File: src/rtl/instr_memory.sv
// ============================================================================
// Module   : instr_memory
// Purpose  : Word-organised instruction memory with a combinational fetch and an
//            asynchronously reloaded boot image. Optional clocked write port
//            enabled by defining INSTR_MEM_WRITE_EN.
// Revision : 1.0 - initial release
// ============================================================================
`default_nettype none

module instr_memory #(
  parameter int DEPTH = 64,
  parameter int AW    = $clog2(DEPTH)
) (
  input  logic        clk,
  input  logic        rst,
  input  logic [31:0] addr,
  output logic [31:0] out,
  output logic        misaligned,
  output logic        out_of_range,
  input  logic        we,
  input  logic [31:0] waddr,
  input  logic [31:0] wdata
);

  localparam logic [31:0] c_BYTES     = 32'(DEPTH * 4);
  localparam int          c_BOOT_LEN  = 6;
  localparam logic [31:0] c_BOOT [c_BOOT_LEN] = '{
    32'h2008_0005, 32'h2009_000A, 32'h0109_5020,
    32'hAC0A_0000, 32'h8C0B_0000, 32'h1000_FFFF
  };

  function automatic logic [31:0] f_boot(input logic [AW-1:0] idx);
    logic [31:0] v;
    v = 32'h0000_0000;
    for (int k = 0; k < c_BOOT_LEN; k++) begin
      if (32'(idx) == 32'(k)) v = c_BOOT[k];
    end
    return v;
  endfunction

  logic [AW-1:0] w_ridx;
  logic [31:0]   w_word;
  logic          w_in_range;

  assign w_ridx     = addr[AW+1:2];
  assign w_in_range = (addr < c_BYTES);

`ifdef INSTR_MEM_WRITE_EN
  logic [31:0]   r_mem [DEPTH];
  logic [AW-1:0] w_widx;
  logic          w_wr_ok;

  assign w_widx  = waddr[AW+1:2];
  // Misaligned or out-of-range writes are dropped rather than aliased onto a word.
  assign w_wr_ok = we && (waddr[1:0] == 2'b00) && (waddr < c_BYTES);

  always_ff @(posedge clk or posedge rst) begin
    if (rst) begin
      for (int i = 0; i < DEPTH; i++) begin
        r_mem[i] <= f_boot(AW'(i));
      end
    end else if (w_wr_ok) begin
      r_mem[w_widx] <= wdata;
    end
  end

  assign w_word = r_mem[w_ridx];
`else
  logic w_unused;

  // ROM build: the write port and clock stay on the port list but do nothing.
  assign w_word   = f_boot(w_ridx);
  assign w_unused = &{1'b0, clk, rst, we, waddr, wdata};
`endif

  assign out          = w_in_range ? w_word : 32'h0000_0000;
  assign misaligned   = (addr[1:0] != 2'b00);
  assign out_of_range = ~w_in_range;

endmodule

`default_nettype wire

File: config.mk
export PLATFORM = sky130hd
export DESIGN_NAME = instr_memory
export DESIGN_NICKNAME = d
export VERILOG_FILES = /design/src/rtl/instr_memory.sv
export SDC_FILE = /design/constraint.sdc
export NUM_CORES = 1
export LEC_CHECK = 0
export ABC_AREA = 1
export CORE_MARGIN = 3
export CORE_UTILIZATION = 17
export DETAILED_ROUTE_END_ITERATION = 7
export PLACE_DENSITY = 0.95
export SLEW_MARGIN = 20
export SYNTH_ARGS = -nofsm -noshare
export SYNTH_HDL_FRONTEND = slang
export SYNTH_SLANG_ARGS = --single-unit
File: constraint.sdc
create_clock -name vclk -period 3.93
set_input_delay 0.786 -clock vclk [all_inputs]
set_output_delay 0.786 -clock vclk [all_outputs]
set_load 0.005 [all_outputs]
==> results.toml, run 1 <==
[status]
status = "complete, no violations"

[synthesis]
yosysSeqAreaShare_pct = 0
synth_cells = 84
syn_avg_cell_area_um2 = 5.70
yosys_warnings = 0
synth_cell_type_count = 16
synth_area_um2 = 479

[timing]
period_needed_ns = 3.46
slew_headroom_pct = 66.3
hold_viol = 0
slew_violations = 0
rsz0062_at_grt = "false"
hold_slack_ns = 2.59
worstMarginPinSlew_ns = 0.503
finalSetupViolations = 0
max_freq_mhz = 289
fin_crit_sh_pct = 88.0
tns_ns = 0

[power]
p_per_area_nw_per_um2 = 50.1
p_int_w = 0.0000329
clkPwrFrac_pct = 0
p_sw_share_pct = 31.5
p_sw_w = 0.0000151
power_frac_seq_pct = 0
leakage_nw = 0.340
combPwrFrac_pct = 100.0
ir_worst_vdd_uv = 27.5

[cells_and_area]
diodes = 0
regArea_um2 = 0
clock_buffers = 0
fillers = 280
fin_nets = 227
area_growth_pct = 99.7
multi_input_area_um2 = 303
drive_gt1_share_pct = 9.52
nFlopsAndLatches = 0

[global_routing]
antenna_found_initial = 0
grt_pass1_wl_mm = 2.01
grt_use_total_pct = 6.94
grt_max_degree = 11
grt_overflow = 0
grt_pass1_vias = 521

[routing]
ant_nets = 0
drt_iter0_drc = 6
wl_per_cell_um = 8.60
wirelength_mm = 1.34
vias = 580
drc = 0
avgViaCountPerCell = 3.72
dr.pass1.iters = 2

[min_path]
hold_class = "input pin to output pin"
min_path_cells = 3

[setup_path]
start_kind = "input pin"
crit_path_end_kind = "output pin"
critPathArrivalTime_ns = 2.67
critPathRequiredTime_ns = 3.14
worstSetupPathType = "input pin to output pin"
worstPathMaxFanout = 10

[die]
die_y_um = 59.1
initial_core_util_pct = 18.7
std_cell_rows = 18
io_pins = 133
fp.dieArea_um2 = 3490
die_w_um = 59.1
coreArea_um2 = 2570

[placement]
place_hpwl_mm = 1.28
io_buffers = 59
routabilityCongestion = 0.776

[clocking]
post_cts_resized = 0
post-cts-setup-buffer-count = 0
ctsHoldBuffers = 0

[run]
cap_violations = 0
through the flow:
step | setup WS [ns] | power (W) | std cells | instance area, um^2 | util [%]
floorplan | 1.35 | 0.0000183 | 90 | 502 | -
global placement | 0.479 | 0.0000474 | 156 | 957 | 37.3
detailed placement | 0.416 | 0.0000482 | 156 | 957 | 37.3
CTS | 0.412 | 0.0000484 | 156 | 957 | 37.3
global route | 0.258 | 0.0000531 | 156 | 957 | 37.3
finish | 0.470 | 0.0000480 | 156 | 957 | 37.3
path summary, 6_finish.rpt:
| check | start | endpoint | slack, ns |
|---|---|---|---|
| setup / recovery | addr[16] | out[15] | 0.47 |
| hold / removal | addr[1] | misaligned | 2.59 |
cell families after synthesis:
kind of cell | after synthesis | synth area share, %
AOI/OAI and AO/OA | 5 | 5.22
buffers and inverters | 30 | 41.5
other | 1 | 0.783
and+or+nand+nor | 48 | 52.5
power groups by stage:
stage	Clock, W	Sequential (W)	Combinational, W
3_5_place_dp	0	0	0.0000482
3_3_place_gp	0	0	0.0000474
6_report	0	0	0.0000480
2_1_floorplan	0	0	0.0000183
4_1_cts	0	0	0.0000484
5_1_grt	0	0	0.0000531
worst max-delay path: stages:
cell	delay (ns)
clkdlybuf4s50_1	0.40
nor2_1	0.10
nand2_1	0.09
nor2_4	0.16
nand3_4	0.12
nor2_1	0.41
clkdlybuf4s50_1	0.60
synthesized netlist by cell type (all sizes together):
cell type   n  share of area [%]
a21oi       4                4.2
nand3       2                5.7
o21ai       1                1.0
or2         1                1.3
nand4       2                3.9
conb        1               0.78
inv         7                5.5
nor2       30                 31
buf        23                 36
nand2      13                 11
cell type report:
cell class | instances | share of cell area [%]
Timing Repair Buffer | 59 | 61.7
Multi-Input combinational cell | 60 | 31.6
Tap cell | 30 | 3.92
Inverter | 7 | 2.75
cell usage in the layout (no fill, tap or decap):
cell type	netlist	final
inv_1	6	6
clkdlybuf4s50_1	0	59
or2_2	1	1
nand3_4	1	1
nor2_2	2	2
a21oi_1	4	4
nor2_1	24	24
nand3_2	1	1
nand4_2	1	1
o21ai_0	1	1
nand4_1	1	1
nand2_2	1	1
conb_1	1	7
inv_2	1	1
nand2_1	12	12
nor2_4	4	4
per-layer routing:
layer	track usage (%)	part of all wire, %	vias to the layer above
li1	-	-	310
met1	7.92	36	236
met2	14.4	53	34
met3	0.654	12	0
met4	0	0	0
met5	0	0	-
(Power assumes the default switching activity.)
==> run 2, diff against run 1 <==
- CORE_MARGIN: 3 -> not set
==> results.toml, run 2 (synthesized netlist as in run 1, its figures left out) <==
[status]
status = "complete, no violations"

[setup_path]
critPathRequiredTime_ns = 3.14
critPathSlowestCell = "clkdlybuf4s50_1"
start_kind = "input pin"
slowest_delay_ns = 0.61
cp_cell_sequence = "clkdlybuf4s50_1 -> nor2_1 -> nand2_1 -> nor2_4 -> nand3_4 -> nor2_1 -> clkdlybuf4s50_1"
worstPathMaxFanout = 10
path_buf_inv = 2
cp_top_family = "buffers and inverters"
crit_path_end_kind = "output pin"
critPathArrivalTime_ns = 2.69
worstSetupPathType = "input pin to output pin"

[die]
std_cell_rows = 18
die_w_um = 55.1
die_y_um = 55.1
io_pins = 133
fp.dieArea_um2 = 3040
initial_core_util_pct = 18.7
coreArea_um2 = 2570

[timing]
period_needed_ns = 3.48
worstMarginPinSlew_ns = 0.505
finalSetupViolations = 0
fin_crit_sh_pct = 88.5
rsz0062_at_grt = "false"
hold_viol = 0
worst_slack_ns = 0.451
tns_ns = 0
slew_headroom_pct = 66.2
slew_violations = 0
max_freq_mhz = 287

[placement]
dp_cells = 156
place_hpwl_mm = 1.20
placed_area_um2 = 957
io_buffers = 59
routabilityCongestion = 0.677
place_ws_ns = 0.400

[cells_and_area]
clock_buffers = 0
fillers = 285
final_common_cell = "clkdlybuf4s50_1"
regArea_um2 = 0
fin_cells = 156
final_cell_mix = "clkdlybuf4s50_1 (59), nor2_1 (24), nand2_1 (12)"
fin_nets = 227
design_area_um2 = 957
nFlopsAndLatches = 0
area_growth_pct = 99.7
diodes = 0
drive_gt1_share_pct = 9.52

[power]
ir_worst_vdd_uv = 23.0
p_per_area_nw_per_um2 = 50.5
leakage_nw = 0.340

[routing]
drc = 0
dr.pass1.iters = 2
drt_iter0_drc = 2
wl_per_cell_um = 8.35
ant_nets = 0
avgViaCountPerCell = 3.75
vias = 585
wirelength_mm = 1.30

[global_routing]
grt_max_degree = 11
antenna_found_initial = 0
grt_overflow = 0
grt_pass1_wl_mm = 1.89
grt_use_total_pct = 8.22
grt_pass1_vias = 462

[run]
cap_violations = 0

[clocking]
post_cts_resized = 0
post-cts-setup-buffer-count = 0
ctsHoldBuffers = 0

[min_path]
hold_class = "input pin to output pin"
## run 2: cell counts in the layout (fill, tap and decap cells not counted)
No cell type changed its count.
## run 2: worst paths after layout
| check | start | endpoint | slack (ns) | cells past startpoint |
|---|---|---|---|---|
| worst max-delay path | addr[27] | out[4] | 0.45 | 7 |
| worst min-delay path | addr[0] | misaligned | 2.60 | 3 |
## run 2: worst min-delay path: cells and delay by family
family,cells,cell delay (ns)
simple gates,1,0.09
buf+inv,2,0.94
## run 2: routing by layer
metal  share of wire [%]  up-vias  wire length (um)  global-route usage [%]
li1                    -      311                 -                       -
met1                  37      244               477                    8.97
met2                  54       30               698                    17.1
met3                 9.7        0               126                    1.37
met4                   0        0                 0                       0
met5                   0        -                 0                       0
## run 2: where the power goes
group / total [W] / switching (W) / internal, W / leakage (nW)
clock: 0 / 0 / 0 / 0
sequential: 0 / 0 / 0 / 0
combinational: 0.0000484 / 0.0000155 / 0.0000329 / 0.340
## run 2: area by class of cell
| type | count | area, um^2 | share of cell area [%] |
|---|---|---|---|
| multi-input combinational | 60 | 303 | 31.6 |
| tap | 30 | 37.5 | 3.92 |
| inverter | 7 | 26.3 | 2.75 |
| timing repair buffer | 59 | 591 | 61.7 |
## run 2: stage by stage
step                hold WS, ns  total power (W)  utilization (%)
finish                     2.60        0.0000484             37.3
detailed placement         2.60        0.0000486             37.3
global route               2.65        0.0000538             37.3
global placement           2.59        0.0000476             37.3
CTS                        2.61        0.0000488             37.3
floorplan                  1.66        0.0000183                -
